[src/rtl/microsequencer.sv]
// Microsequencer: next-state select, return stack and state register for the microstore.
// Optional WAIT watchdog is enabled by defining MSEQ_WAIT_TIMEOUT_EN.
module microsequencer #(
  parameter int STATE_W     = 7,
  parameter int STACK_DEPTH = 4,
  parameter int WAIT_LIMIT  = 15
) (
  input  logic                           clk,
  input  logic                           reset,
  input  logic                           stall,
  input  logic [2:0]                     ns_sel,
  input  logic                           inv,
  input  logic [1:0]                     cond_sel,
  input  logic [3:0]                     cond_in,
  input  logic [STATE_W-1:0]             cr_addr,
  input  logic [STATE_W-1:0]             enc_state,
  output logic [STATE_W-1:0]             currentState,
  output logic                           stack_err,
  output logic [$clog2(STACK_DEPTH):0]   sp,
  output logic                           wait_timeout
);

  localparam int IDX_W = $clog2(STACK_DEPTH);
  localparam int SP_W  = IDX_W + 1;

  typedef enum logic [2:0] {
    NS_ENC  = 3'd0,
    NS_CALL = 3'd1,
    NS_JUMP = 3'd2,
    NS_INC  = 3'd3,
    NS_CBR  = 3'd4,
    NS_CENC = 3'd5,
    NS_WAIT = 3'd6,
    NS_RET  = 3'd7
  } ns_e;

  logic [STATE_W-1:0] stack_r [STACK_DEPTH];
  logic               c_s;
  logic [STATE_W-1:0] inc_s;
  logic [STATE_W-1:0] next_s;
  logic [SP_W-1:0]    sp_dec_s;
  logic               push_s;
  logic               pop_s;
  logic               err_s;
  logic               hold_s;
  logic               wd_fire_s;

  // Next-state decode plus stack push/pop requests for the current microinstruction.
  always_comb begin
    c_s      = cond_in[cond_sel] ^ inv;
    inc_s    = currentState + STATE_W'(1);
    sp_dec_s = sp - SP_W'(1);
    next_s   = inc_s;
    push_s   = 1'b0;
    pop_s    = 1'b0;
    err_s    = 1'b0;
    hold_s   = 1'b0;
    case (ns_e'(ns_sel))
      NS_ENC:  next_s = enc_state;
      NS_CALL: begin
        next_s = cr_addr;
        // A full stack still takes the jump; only the return address is lost.
        if (sp == SP_W'(STACK_DEPTH)) begin
          err_s = 1'b1;
        end else begin
          push_s = 1'b1;
        end
      end
      NS_JUMP: next_s = cr_addr;
      NS_INC:  next_s = inc_s;
      NS_CBR:  next_s = c_s ? cr_addr : inc_s;
      NS_CENC: next_s = c_s ? enc_state : inc_s;
      NS_WAIT: begin
        if (c_s) begin
          next_s = cr_addr;
        end else begin
          next_s = currentState;
          hold_s = 1'b1;
        end
      end
      NS_RET: begin
        if (sp == SP_W'(0)) begin
          next_s = {STATE_W{1'b0}};
          err_s  = 1'b1;
        end else begin
          next_s = stack_r[sp_dec_s[IDX_W-1:0]];
          pop_s  = 1'b1;
        end
      end
      default: next_s = inc_s;
    endcase
  end

  // State register, return stack and sticky stack-fault flag.
  always_ff @(posedge clk or negedge reset) begin
    if (!reset) begin
      currentState <= {STATE_W{1'b0}};
      sp           <= {SP_W{1'b0}};
      stack_err    <= 1'b0;
      for (int i = 0; i < STACK_DEPTH; i++) begin
        stack_r[i] <= {STATE_W{1'b0}};
      end
    end else if (!stall) begin
      currentState <= wd_fire_s ? {STATE_W{1'b0}} : next_s;
      if (push_s) begin
        stack_r[sp[IDX_W-1:0]] <= inc_s;
        sp                     <= sp + SP_W'(1);
      end else if (pop_s) begin
        sp <= sp_dec_s;
      end else begin
        sp <= sp;
      end
      if (err_s) begin
        stack_err <= 1'b1;
      end else begin
        stack_err <= stack_err;
      end
    end else begin
      currentState <= currentState;
      sp           <= sp;
      stack_err    <= stack_err;
    end
  end

`ifdef MSEQ_WAIT_TIMEOUT_EN
  localparam int CNT_W = ($clog2(WAIT_LIMIT + 1) < 4) ? 4 : $clog2(WAIT_LIMIT + 1);

  logic [CNT_W-1:0] wait_cnt_r;

  assign wd_fire_s = hold_s && (wait_cnt_r == CNT_W'(WAIT_LIMIT));

  // Watchdog: counts unstalled holding cycles, fires once the limit is reached.
  always_ff @(posedge clk or negedge reset) begin
    if (!reset) begin
      wait_cnt_r   <= {CNT_W{1'b0}};
      wait_timeout <= 1'b0;
    end else if (!stall) begin
      if (wd_fire_s) begin
        wait_cnt_r   <= {CNT_W{1'b0}};
        wait_timeout <= 1'b1;
      end else if (hold_s) begin
        wait_cnt_r   <= wait_cnt_r + CNT_W'(1);
        wait_timeout <= wait_timeout;
      end else begin
        wait_cnt_r   <= {CNT_W{1'b0}};
        wait_timeout <= wait_timeout;
      end
    end else begin
      wait_cnt_r   <= wait_cnt_r;
      wait_timeout <= wait_timeout;
    end
  end
`else
  assign wd_fire_s    = hold_s & 1'b0;
  assign wait_timeout = 1'b0;
`endif

endmodule

[config.mk]
export PLATFORM = sky130hd
export DESIGN_NAME = microsequencer
export DESIGN_NICKNAME = d
export VERILOG_FILES = /design/src/rtl/microsequencer.sv
export SDC_FILE = /design/constraint.sdc
export NUM_CORES = 1
export LEC_CHECK = 0
export CORE_ASPECT_RATIO = 0.7
export CORE_MARGIN = 1
export CORE_UTILIZATION = 25
export DETAILED_ROUTE_END_ITERATION = 6
export HOLD_SLACK_MARGIN = 0.05
export PLACE_DENSITY_LB_ADDON = 0.05
export SYNTH_ARGS = -nofsm -noshare
export SYNTH_HDL_FRONTEND = slang
export SYNTH_SLANG_ARGS = --single-unit
[constraint.sdc]
create_clock -name clk -period 2.2 [get_ports clk]
set_input_delay 0.44 -clock clk [delete_from_list [all_inputs] [get_ports clk]]
set_output_delay 0.44 -clock clk [all_outputs]
set_load 0.01 [all_outputs]
==> impl_results.md <==
- Final Hold Fails: 0
- Clk sink count: 39
- F_max: 486 MHz
- CTS root buf: clkbuf_16
- PD cells: 1050 mW/mm2
- First-pass detailed-route iteration total: 4
- Crit start category: primary input
- Max Slew Vio Count: 0
- Routed wire length: 6770 um
- Asr flop ratio synth: 100%
- Cell Count, Final, Fillers Out: 418
- Finished layout cell area: 0.00333 mm2
- CTS tree: built
- Nets: 326
- Crit path required time: 2370 ps
- CP Cell Sequence: clkdlybuf4s50_1, or3b_4, a211oi_4, and2_1, mux2_1
- Initial antenna violation count: 0
- Final ANT Viol Nets: 0
- Final Cycle Share: 93.5%
- CP endpoint kind: flip-flop
- Largest net degree at the start of global routing: 40
- Actual slew at the worst max-slew pin: 605 ps
- Vias in the first global route: 1,937
- Yosys warns: 0
- Leakage: 1.46 nW
- Slowest cell on crit path: clkdlybuf4s50_1
- Num rows: 29
- Core box area: 0.00925 mm2
- R2r setup slk: 190 ps
- Worst Hold Class: in2async
- Vias per cell: 4.59
- Largest cells by area after synthesis: dfrtp_1 (40%), mux4_2 (7.4%), mux2_1 (5.6%)
- Worst r2r dst: currentState[6]$_DFFE_PN0P_
- Status: complete, no violations
- Syn Inst Count: 231
- Wirelength per Cell: 16.2 um
- Share of cells above drive strength 1: 25.9%
- Grt total ovfl: 0
- CP arrival: 2230 ps
- Most used DFF post-synth: dfrtp_1
- Initial Util: 26.2%
- Setup crit start: ns_sel[0]
- CP top delay family: simple AND/OR/NAND/NOR gates
- Sequential fraction of the synthesis area: 40.2%
- Max Fanout on Critical Path: 5
- DPL Wire Length: 5240 um
- Worst skew pair latency: 290 ps
- Initial DRC Count: 113
- Yosys cell types: 48
- H-tree levels: 2
- Drc violations: 0
- Max VDD drop: 0.702 mV
- Critical path buffer and inverter count: 1
- Number of synthesized register bits: 39
- CP peak stage delay: 470 ps
- Total of max-cap violations: 0
- Syn nets: 264
- Yosys top cell area share: 40.2%
- Skew final: 3.08 ps
- Worst relative slew slack: 59.2%
- Diode count: 0
- Hold Buf Count CTS: 0
- Routability cong.: 0.726
- Die width: 120 um
- Crit path kind: in2reg
- Number of flops mapped to enable cells by yosys: 0
- Number of I/O pins: 39
- RR Startpoint: sp[0]$_DFFE_PN0P_
- First-pass GRT wire length: 11,100 um
- Clock Pin Slew Worst Setup and Hold Paths: 60 ps
- DIE AREA: 0.0101 mm2
- Final setup fails: 0
- Crit path time final: 2060 ps
- Die Y: 84.5 um
- Placed insts: 409
- RSZ-0062 raised after global routing: false
- Syn_area_per_cell: 10.5 um2
- Longest Clk Path Bufs: 2
- Synth Cell Area: 0.00243 mm2
- Reg2Reg Depth: 7
- Yosys top cell by area: dfrtp_1
- Area growth syn-to-layout: 37.1%
- Via count: 1,920
- CTS Buf Count: 5
- Area after DPL: 0.00312 mm2
- IO buf count: 37
- Total GRT Usage: 14.7%
registers in the layout (all words and copies together), names as in the netlist:
signal	count
currentState	7
sp	3
stack_err	1
stack_r	28
how the worst max path moves through the flow:
stage                                              to  depth (start not counted)  slack, ps
after detailed placement  currentState[5]$_DFFE_PN0P_                          6       -360
after CTS                 currentState[5]$_DFFE_PN0P_                          6        -20
after global placement    currentState[5]$_DFFE_PN0P_                          6       -300
after global routing      currentState[6]$_DFFE_PN0P_                          7          4
after floorplan           currentState[6]$_DFFE_PN0P_                          9          5
final                         stack_r[24]$_DFFE_PN0P_                          5        140
cells in the mapped netlist (all sizes together) (2+ instances only):
cell type,n
mux2,12
ha,6
a221oi,5
o21ai,19
and3,3
nand2,26
buf,10
clkbuf,9
a21oi,7
nand2b,2
o31ai,7
xnor2,5
xor2,3
nor2,15
a211o,2
nor2b,3
nor3,3
inv,8
dfrtp,39
nand3,10
mux4,8
a211oi,5
a31oi,6
a21o,2
o311ai,2
layer usage:
metal / wire length, um / track usage, % / vias up / part of all wire (%)
met3: 250 / 3.60 / 8 / 3.7
li1: - / - / 959 / -
met1: 3790 / 22.5 / 918 / 56
met2: 2660 / 20.3 / 35 / 39
met4: 61 / 3.75 / 0 / 0.90
met5: 0 / 0 / - / 0
stage by stage:
step	hold slack (ps)	util, %	worst slack (ps)	setup TNS [ps]	total power, mW
6_report	212	36.0	142	0	3.49
5_1_grt	252	36.0	3.73	0	3.74
4_1_cts	236	35.3	-18.8	-28.1	3.52
3_5_place_dp	470	33.7	-358	-5010	2.77
3_3_place_gp	463	33.7	-296	-4500	2.78
2_1_floorplan	144	-	4.89	0	2.07
final cells by class:
| cell class | instances | area [um2] |
|---|---|---|
| inverter | 8 | 30.0 |
| sequential | 39 | 976 |
| fill | 925 | 5920 |
| multi-input combinational | 165 | 1340 |
| clock buffer | 5 | 125 |
| timing repair buffer | 74 | 684 |
| clock inverter | 3 | 20.0 |
| tap | 124 | 155 |
report_power, final:
part           switching, mW  internal (mW)
clock                  0.311          0.418
sequential             0.177          0.991
combinational          0.753          0.843
total                   1.24           2.25
cell usage in the layout, fill, tap and decap left out, types with 7 or more instances in the layout:
| master | netlist | routed |
|---|---|---|
| dfrtp_1 | 39 | 39 |
| buf_4 | 2 | 34 |
| clkdlybuf4s50_1 | 0 | 31 |
| nand2_1 | 23 | 23 |
| nor2_1 | 15 | 15 |
| o21ai_1 | 12 | 13 |
| mux2_1 | 12 | 12 |
| nand3_1 | 10 | 10 |
| inv_1 | 8 | 8 |
| mux4_2 | 8 | 8 |
| a21oi_1 | 7 | 7 |
repair_timing:
item	CTS	global route
pin swaps	0	4
setup buffers	0	1
endpoints found under the setup margin	2	6
gates resized for setup	1	11
cells by family after synthesis:
| logic type | share of synthesized area [%] |
|---|---|
| other | 0.154 |
| AND/OR/NAND/NOR | 13.3 |
| buffers and inverters | 6.44 |
| AO/OA/AOI/OAI | 20.2 |
| adder cells (fa/ha/maj) | 3.09 |
| flip-flops | 40.2 |
| XOR/XNOR | 3.19 |
| multiplexers | 13.4 |
(Power assumes the default switching activity.)
